--- config.mk ---
export PLATFORM = sky130hd
export DESIGN_NAME = pe_xi_sad_param
export DESIGN_NICKNAME = d
export VERILOG_FILES = /design/src/rtl/pe_xi_sad_param.sv
export SDC_FILE = /design/constraint.sdc
export NUM_CORES = 1
export LEC_CHECK = 0
export BUFFER_PORTS_ARGS = -buffer_cell sky130_fd_sc_hd__buf_4
export CAP_MARGIN = 10
export CELL_PAD_IN_SITES_DETAIL_PLACEMENT = 0
export CELL_PAD_IN_SITES_GLOBAL_PLACEMENT = 1
export CORE_MARGIN = 2
export CORE_UTILIZATION = 35
export CTS_CLUSTER_DIAMETER = 40
export CTS_CLUSTER_SIZE = 20
export DETAILED_ROUTE_END_ITERATION = 10
export GPL_TIMING_DRIVEN = 0
export PLACE_DENSITY = 0.68
export SKIP_CTS_REPAIR_TIMING = 1
export SYNTH_ARGS = -nofsm -noshare
export SYNTH_HDL_FRONTEND = slang
export SYNTH_SLANG_ARGS = --single-unit
--- constraint.sdc ---
create_clock -name clk -period 6 [get_ports clk]
set_input_delay 1.2 -clock clk [delete_from_list [all_inputs] [get_ports clk]]
set_output_delay 1.2 -clock clk [all_outputs]
set_load 0.1 [all_outputs]
--- src/rtl/pe_xi_sad_param.sv ---
// pe_xi_sad_param: motion-estimation PE with CB bank, ref mux, |curr-ref| stage and per-CB saturating SAD
//   clk, rst                      clock, asynchronous active-high reset
//   in_curr/in_curr_enable/cb_wr_sel -> next_pix     chained current-block load
//   up_ref_1/up_ref_8/down_ref_1/down_ref_8, change_ref, ref_input_ctrl -> ref_pix
//   calc_valid, abs_sel -> abs_out, abs_valid        registered absolute difference
//   acc_clear, sad_rd_en, sad_rd_sel -> sad_out, sad_sat, sad_rd_valid
module pe_xi_sad_param #(
    parameter int PIXEL_W  = 8,
    parameter int NUM_CB   = 4,
    parameter int CB_SEL_W = 2,
    parameter int SAD_W    = 16
) (
    input  logic                clk,
    input  logic                rst,
    input  logic [PIXEL_W-1:0]  in_curr,
    input  logic                in_curr_enable,
    input  logic [CB_SEL_W-1:0] cb_wr_sel,
    output logic [PIXEL_W-1:0]  next_pix,
    input  logic [PIXEL_W-1:0]  up_ref_1,
    input  logic [PIXEL_W-1:0]  up_ref_8,
    input  logic [PIXEL_W-1:0]  down_ref_1,
    input  logic [PIXEL_W-1:0]  down_ref_8,
    input  logic                change_ref,
    input  logic [1:0]          ref_input_ctrl,
    output logic [PIXEL_W-1:0]  ref_pix,
    input  logic                calc_valid,
    input  logic [CB_SEL_W-1:0] abs_sel,
    output logic [PIXEL_W-1:0]  abs_out,
    output logic                abs_valid,
    input  logic                acc_clear,
    input  logic                sad_rd_en,
    input  logic [CB_SEL_W-1:0] sad_rd_sel,
    output logic [SAD_W-1:0]    sad_out,
    output logic                sad_sat,
    output logic                sad_rd_valid
);
    if (CB_SEL_W != $clog2(NUM_CB)) begin : g_bad_sel
        $error("CB_SEL_W must equal $clog2(NUM_CB)");
    end
    if (SAD_W < PIXEL_W + 1) begin : g_bad_sad
        $error("SAD_W must be at least PIXEL_W+1");
    end
    logic [PIXEL_W-1:0]  cb [NUM_CB];
    logic [SAD_W-1:0]    acc [NUM_CB];
    logic [NUM_CB-1:0]   sat;
    logic [CB_SEL_W-1:0] abs_cb;
    logic [PIXEL_W-1:0]  src, cur, diff;
    logic [SAD_W:0]      sum;
    assign next_pix = cb[cb_wr_sel];
    always_comb begin
        src  = ref_input_ctrl == 2'd0 ? up_ref_1 :
               ref_input_ctrl == 2'd1 ? up_ref_8 :
               ref_input_ctrl == 2'd2 ? down_ref_1 : down_ref_8;
        cur  = cb[abs_sel];
        // max - min keeps the unsigned difference from wrapping
        diff = cur > ref_pix ? cur - ref_pix : ref_pix - cur;
        // extra top bit flags overflow of the accumulator
        sum  = {1'b0, acc[abs_cb]} + (SAD_W+1)'(abs_out);
    end
    always_ff @(posedge clk or posedge rst) begin
        if (rst) begin
            for (int i = 0; i < NUM_CB; i++) cb[i] <= '0;
            ref_pix <= '0;
        end else begin
            if (in_curr_enable) cb[cb_wr_sel] <= in_curr;
            if (change_ref) ref_pix <= src;
        end
    end
    always_ff @(posedge clk or posedge rst) begin
        if (rst) begin
            abs_valid <= 1'b0;
            abs_out   <= '0;
            abs_cb    <= '0;
        end else begin
            abs_valid <= calc_valid;
            if (calc_valid) begin
                abs_out <= diff;
                abs_cb  <= abs_sel;
            end
        end
    end
    // a clear coinciding with a sample keeps that sample as the first of the new block
    always_ff @(posedge clk or posedge rst) begin
        if (rst) begin
            for (int i = 0; i < NUM_CB; i++) acc[i] <= '0;
            sat <= '0;
        end else begin
            for (int i = 0; i < NUM_CB; i++) begin
                if (abs_valid && abs_cb == CB_SEL_W'(i)) begin
                    acc[i] <= acc_clear ? SAD_W'(abs_out) : (sum[SAD_W] ? '1 : sum[SAD_W-1:0]);
                    sat[i] <= !acc_clear && (sat[i] || sum[SAD_W]);
                end else if (acc_clear) begin
                    acc[i] <= '0;
                    sat[i] <= 1'b0;
                end
            end
        end
    end
    always_ff @(posedge clk or posedge rst) begin
        if (rst) begin
            sad_rd_valid <= 1'b0;
            sad_out      <= '0;
            sad_sat      <= 1'b0;
        end else begin
            sad_rd_valid <= sad_rd_en;
            if (sad_rd_en) begin
                sad_out <= acc[sad_rd_sel];
                sad_sat <= sat[sad_rd_sel];
            end
        end
    end
endmodule

==> impl_metrics.env, run 1 <==
export IMPL_fin_cells=1088
export IMPL_io_buffers=91
export IMPL_synthDistinctLibCells=48
export IMPL_maxCapViolCount=0
export IMPL_fillers=2109
export IMPL_synth_xor_area_frac=0.0157
export IMPL_wl_per_cell_um=20.5
export IMPL_ys_warnings_count=0
export IMPL_synth_seq_cells=137
export IMPL_synthSimpleGateAreaFrac=0.0933
export IMPL_start_util=0.357
export IMPL_h_tree_depth=4
export IMPL_gr_total_overflow=0
export IMPL_worst_pin_slew_ns=1.05
export IMPL_max_freq_ghz=0.204
export IMPL_pin_count=98
export IMPL_gp_congestion=0.824
export IMPL_wirelength_mm=22.3
export IMPL_design_area_um2=9470
export IMPL_synthAdderAreaFrac=0.0445
export IMPL_first_iter_violations=482
export IMPL_ys_seq_area_frac=0.439
export IMPL_syn_avg_cell_area_um2=11.4
export IMPL_status="finished clean"
export IMPL_clk_pin_slew_ns=0.07
export IMPL_vias_per_cell=5.58
export IMPL_drive_above_1_share=0.308
export IMPL_grt_total_usage=0.195
export IMPL_grt_start_max_net_pins=94
export IMPL_dieArea_um2=23500
export IMPL_fp_row_count=54
export IMPL_dp_hpwl_mm=15.6
export IMPL_finalClockSkew_ns=0.0115
export IMPL_hold_viol=0
export IMPL_setup_violations=0
export IMPL_cts_tree="yes"
export IMPL_finalCritPeriodShare=0.818
export IMPL_crit_type="reg -> reg"
export IMPL_dr_pass1_iters=5
export IMPL_numClockSinks=137
export IMPL_final_max_slew_viol_count=0
export IMPL_multi_input_area_um2=4120
export IMPL_drc=0
export IMPL_critical_path_required_ns=6.27
export IMPL_hold_path_class="reg -> reg"
export IMPL_die_h_um=153
export IMPL_power_density_nw_per_um2=399
export IMPL_path_max_fanout=10
export IMPL_synth_compound_area_frac=0.122
export IMPL_dp_cells=1056
export IMPL_diodes=0
export IMPL_area_growth_pct=21.2
export IMPL_grt_pass1_vias=6192
export IMPL_peakVddDrop_v=0.000196
export IMPL_die_w_um=153
export IMPL_nets=876
export IMPL_synth_top_family_by_area="multiplexers"
export IMPL_final_antenna_net_count=0
export IMPL_via_count=6076
export IMPL_antenna_found_initial=0
export IMPL_final_setup_tns_ns=0
export IMPL_startpoint_type="flip-flop"
export IMPL_p_total_mw=3.77
export IMPL_grt_pass1_wl_mm=35.3
export IMPL_synth_cells=683
export IMPL_clockRootBuffer="clkbuf_16"
export IMPL_clockBufferDepth=2
export IMPL_power_leakage_nw=4.11
export IMPL_max_slew_margin_rel=0.299
export IMPL_cts_buffers_inserted=17
export IMPL_cp_arrival_ns=5.18
export IMPL_crit_path_end_kind="flip-flop"
export IMPL_whs_ns=0.495
export IMPL_fin_crit_ns=4.91
export IMPL_ff_latch_area_um2=3430
export IMPL_rsz0062_at_grt="false"
export IMPL_synth_mux_area_fraction=0.251
export IMPL_synth_nets=764
export IMPL_synth_area_um2=7820
export IMPL_synth_edff_count=0
export IMPL_place_area_um2=8890
export IMPL_postSynth_asyncResetShare=1.00
export IMPL_placeableCoreArea_um2=21900
export IMPL_clkLatencyLatePin_ns=0.43
export IMPL_synth_ff_type="dfrtp_1"
==> per-stage QoR <==
| step | worst slack (ns) | utilization |
|---|---|---|
| final | 1.09 | 0.433 |
| after global routing | 0.978 | 0.433 |
| after CTS | 1.20 | 0.433 |
| after detailed placement | 1.22 | 0.406 |
| after global placement | -0.716 | 0.404 |
| after floorplan | 1.13 | - |
==> cell usage in the layout, fill, tap and decap left out, drive strengths merged, types with 10 or more instances in the layout <==
master | netlist | layout
nand2 | 63 | 63
ha | 23 | 23
mux4 | 57 | 57
o22ai | 20 | 20
buf | 14 | 107
xnor2 | 10 | 10
inv | 19 | 27
a21oi | 82 | 82
nand3 | 14 | 14
dfrtp | 137 | 137
o21ai | 26 | 26
clkbuf | 33 | 50
mux2 | 53 | 53
nor2 | 43 | 43
==> Yosys cell counts, drive strengths merged (5+ instances only) <==
| cell type | count | area (um2) |
|---|---|---|
| mux4 | 57 | 1290 |
| ha | 23 | 288 |
| o21ai | 26 | 130 |
| nor2b | 5 | 31.3 |
| a211oi | 8 | 60.1 |
| nor2 | 43 | 161 |
| mux2i | 8 | 80.1 |
| xnor2 | 10 | 87.6 |
| inv | 19 | 71.3 |
| nand2 | 63 | 244 |
| and3 | 6 | 42.5 |
| o32ai | 8 | 70.1 |
| nand3 | 14 | 70.1 |
| a21oi | 82 | 410 |
| buf | 14 | 73.8 |
| o22ai | 20 | 125 |
| mux2 | 53 | 597 |
| dfrtp | 137 | 3430 |
| clkbuf | 33 | 124 |
| nand2b | 7 | 43.8 |
==> metal layers <==
layer,share of wire,track usage,vias to the layer above
met5,0,0,-
met4,0.017,0.0647,0
met3,0.053,0.0397,27
met2,0.48,0.316,203
met1,0.45,0.265,3071
li1,-,-,2775
==> power breakdown <==
part,leakage (nW),internal (mW),switching (mW)
combinational,2.05,0.521,1.00
sequential,1.77,1.06,0.136
clock,0.284,0.587,0.468
total,4.11,2.17,1.61
==> state kept, by name, indices dropped and copies added, names as in the netlist, 2 cells and up <==
register and flops:
acc 64, cb 32, sad_out 16, abs_out 8, ref_pix 8, sat 4
abs_cb 2
==> cell families (layout without fill, tap and decap cells) <==
group	Yosys count	count (layout)
AO/OA/AOI/OAI	164	164
multiplexers	118	118
adder cells (fa/ha/maj)	26	26
flip-flops	137	137
AND/OR/NAND/NOR	158	158
buffers and inverters	66	191
XOR/XNOR	14	14
==> path summary, 6_finish.rpt <==
path                                       start  slack, ns                      to  cells after the start
min in group asynchronous                    rst       0.77  ref_pix[3]$_DFFE_PP0P_                      2
setup / recovery           abs_cb[1]$_DFFE_PP0P_       1.09     acc[19]$_DFFE_PP0P_                     13
hold / removal                sat[2]$_DFFE_PP0P_       0.50      sat[2]$_DFFE_PP0P_                      2
setup reg to reg           abs_cb[1]$_DFFE_PP0P_       1.09     acc[19]$_DFFE_PP0P_                     13
hold reg to reg               sat[2]$_DFFE_PP0P_       0.50      sat[2]$_DFFE_PP0P_                      2
max in group asynchronous                    rst       4.38     acc[50]$_DFFE_PP0P_                      3
==> area by class of cell <==
class / instances / share of cell area
Clock buffer: 17 / 0.0449
Clock inverter: 15 / 0.0165
Inverter: 19 / 0.00806
Sequential cell: 137 / 0.362
Timing Repair Buffer: 93 / 0.0758
Multi-Input combinational cell: 480 / 0.435
Tap cell: 280 / 0.0370
Buffer: 47 / 0.0209
==> worst max-delay path, cell delays in order (launching register included) <==
cell,delay (ns)
dfrtp_1,0.61
clkbuf_1,0.46
buf_1,0.61
mux4_2,0.41
ha_1,0.23
fa_1,0.42
a21o_1,0.22
a221oi_1,0.43
a21oi_1,0.35
nand3_1,0.35
buf_2,0.28
a21oi_1,0.12
a21oi_1,0.14
o22ai_1,0.11
No activity file was read; power rests on OpenSTA's default activity.
==> inputs of run 2 (changes only) <==
--- a/config.mk
+++ b/config.mk
@@ -15,7 +15,7 @@
 export CTS_CLUSTER_SIZE = 20
 export DETAILED_ROUTE_END_ITERATION = 10
 export GPL_TIMING_DRIVEN = 0
-export PLACE_DENSITY = 0.68
+export PLACE_DENSITY = 0.7
 export SKIP_CTS_REPAIR_TIMING = 1
 export SYNTH_ARGS = -nofsm -noshare
 export SYNTH_HDL_FRONTEND = slang
==> constraint.sdc (replaced) <==
create_clock -name clk -period 4.4 [get_ports clk]
set_input_delay 0.88 -clock clk [delete_from_list [all_inputs] [get_ports clk]]
set_output_delay 0.88 -clock clk [all_outputs]
set_load 0.1 [all_outputs]
==> impl_metrics.env, run 2 (synthesis gave the netlist of run 1 again) <==
export IMPL_status="finished clean"
export IMPL_final_setup_tns_ns=0
export IMPL_diodes=0
export IMPL_crit_path_end_kind="flip-flop"
export IMPL_dp_hpwl_mm=15.5
export IMPL_wl_met3_mm=1.24
export IMPL_maxCapViolCount=0
export IMPL_wl_per_cell_um=19.9
export IMPL_gr_total_overflow=0
export IMPL_dieArea_um2=23500
export IMPL_grt_pass1_wl_mm=35.3
export IMPL_placeableCoreArea_um2=21900
export IMPL_startpoint_type="flip-flop"
export IMPL_area_growth_pct=22.3
export IMPL_die_w_um=153
export IMPL_max_slew_margin_rel=0.244
export IMPL_cts_tree="yes"
export IMPL_path_max_fanout=10
export IMPL_r2r_start="abs_cb[0]$_DFFE_PP0P_"
export IMPL_peakVddDrop_v=0.000290
export IMPL_met2_length_mm=10.1
export IMPL_finalCritPeriodShare=0.922
export IMPL_die_h_um=153
export IMPL_dr_pass1_iters=5
export IMPL_numClockSinks=137
export IMPL_pre_cts_slack_ns=-0.260
export IMPL_power_leakage_nw=4.15
export IMPL_gp_congestion=0.819
export IMPL_first_iter_violations=358
export IMPL_final_antenna_net_count=0
export IMPL_crit_start="abs_cb[0]$_DFFE_PP0P_"
export IMPL_crit_type="reg -> reg"
export IMPL_p_total_mw=5.24
export IMPL_grt_pass1_vias=6187
export IMPL_route_top_layer_used="met4"
export IMPL_hold_path_class="reg -> reg"
export IMPL_met1_length_mm=10.1
export IMPL_pin_count=98
export IMPL_clk_pin_slew_ns=0.06
export IMPL_io_buffers=91
export IMPL_setup_violations=0
export IMPL_start_util=0.357
export IMPL_clkLatencyLatePin_ns=0.43
export IMPL_critical_path_required_ns=4.68
export IMPL_drive_above_1_share=0.315
export IMPL_power_density_nw_per_um2=548
export IMPL_design_area_um2=9560
export IMPL_setup_slack_ns=0.342
export IMPL_worst_pin_slew_ns=1.13
export IMPL_vias_per_cell=5.47
export IMPL_h_tree_depth=4
export IMPL_wirelength_mm=21.6
export IMPL_fin_crit_ns=4.06
export IMPL_nets=878
export IMPL_cp_arrival_ns=4.34
export IMPL_max_freq_ghz=0.246
export IMPL_finalClockSkew_ns=0.0163
export IMPL_largest_reg_flops=64
export IMPL_final_cell_mix="dfrtp_1 (137), buf_4 (93), a21oi_1 (81)"
export IMPL_regMostFlops="acc"
export IMPL_final_max_slew_viol_count=0
export IMPL_clockRootBuffer="clkbuf_16"
export IMPL_final_common_cell="dfrtp_1"
export IMPL_crit_end="acc[53]$_DFFE_PP0P_"
export IMPL_via_count=5961
export IMPL_fp_row_count=54
export IMPL_antenna_found_initial=0
export IMPL_place_area_um2=8920
export IMPL_hold_viol=0
export IMPL_drc=0
export IMPL_cts_buffers_inserted=17
export IMPL_grt_total_usage=0.193
export IMPL_grt_start_max_net_pins=42
export IMPL_finish_utilization=0.437
export IMPL_rsz0062_at_grt="false"
export IMPL_reg2regPathDepth=14
export IMPL_r2r_slack_ns=0.34
export IMPL_largestRegisters="acc (64), cb (32), sad_out (16)"
export IMPL_reg2reg_to="acc[53]$_DFFE_PP0P_"
export IMPL_clockBufferDepth=2
run 2: cell count changes in the layout (fill, tap and decap cells not counted), moves of 2 or more:
cell and change:
inv_6 -5, buf_12 +3, bufinv_16 +2, clkbuf_2 +2
clkbuf_8 +2, inv_8 -2
run 2: critical path, cell delays in order (launching register included):
cell and delay, ns:
dfrtp_1 0.35, buf_6 0.15, buf_2 0.28, buf_4 0.31, mux4_2 0.55, ha_1 0.23, fa_1 0.42, a21o_1 0.22
a221oi_2 0.31, a21oi_2 0.20, nand3_1 0.22, buf_2 0.28, nand3_1 0.12, o21ai_0 0.13, o22ai_1 0.12
run 2: cell type report:
| class | count | area, um2 |
|---|---|---|
| buffer | 47 | 203 |
| clock buffer | 20 | 457 |
| clock inverter | 12 | 164 |
| fill | 2119 | 12300 |
| inverter | 19 | 75.1 |
| multi-input combinational | 480 | 4140 |
| sequential | 137 | 3430 |
| tap | 280 | 350 |
| timing repair buffer | 95 | 751 |
run 2: worst min-delay path by stage:
| stage | from | end | slack [ns] | cells past startpoint |
|---|---|---|---|---|
| floorplan | sat[2]$_DFFE_PP0P_ | sat[2]$_DFFE_PP0P_ | 0.46 | 2 |
| global placement | sat[2]$_DFFE_PP0P_ | sat[2]$_DFFE_PP0P_ | 0.47 | 2 |
| detailed placement | sat[2]$_DFFE_PP0P_ | sat[2]$_DFFE_PP0P_ | 0.48 | 2 |
| CTS | sat[2]$_DFFE_PP0P_ | sat[2]$_DFFE_PP0P_ | 0.49 | 2 |
| global route | rst | acc[45]$_DFFE_PP0P_ | 0.53 | 2 |
| finish | sat[2]$_DFFE_PP0P_ | sat[2]$_DFFE_PP0P_ | 0.49 | 2 |
run 2: per-layer routing:
| metal | global-route usage | up-vias |
|---|---|---|
| li1 | - | 2772 |
| met1 | 0.272 | 2977 |
| met2 | 0.301 | 191 |
| met3 | 0.0448 | 21 |
| met4 | 0.0524 | 0 |
| met5 | 0 | - |
run 2: metrics by stage:
| stage | cells | hold WS, ns |
|---|---|---|
| final | 1090 | 0.491 |
| after global routing | 1090 | 0.527 |
| after floorplan | 683 | 0.457 |
| after global placement | 1054 | 0.474 |
| after CTS | 1090 | 0.494 |
| after detailed placement | 1058 | 0.478 |
run 2: power breakdown:
group / internal (mW) / switching [mW] / total [mW] / leakage [nW]
combinational: 0.720 / 1.38 / 2.10 / 2.08
sequential: 1.45 / 0.174 / 1.62 / 1.77
clock: 0.928 / 0.585 / 1.51 / 0.301
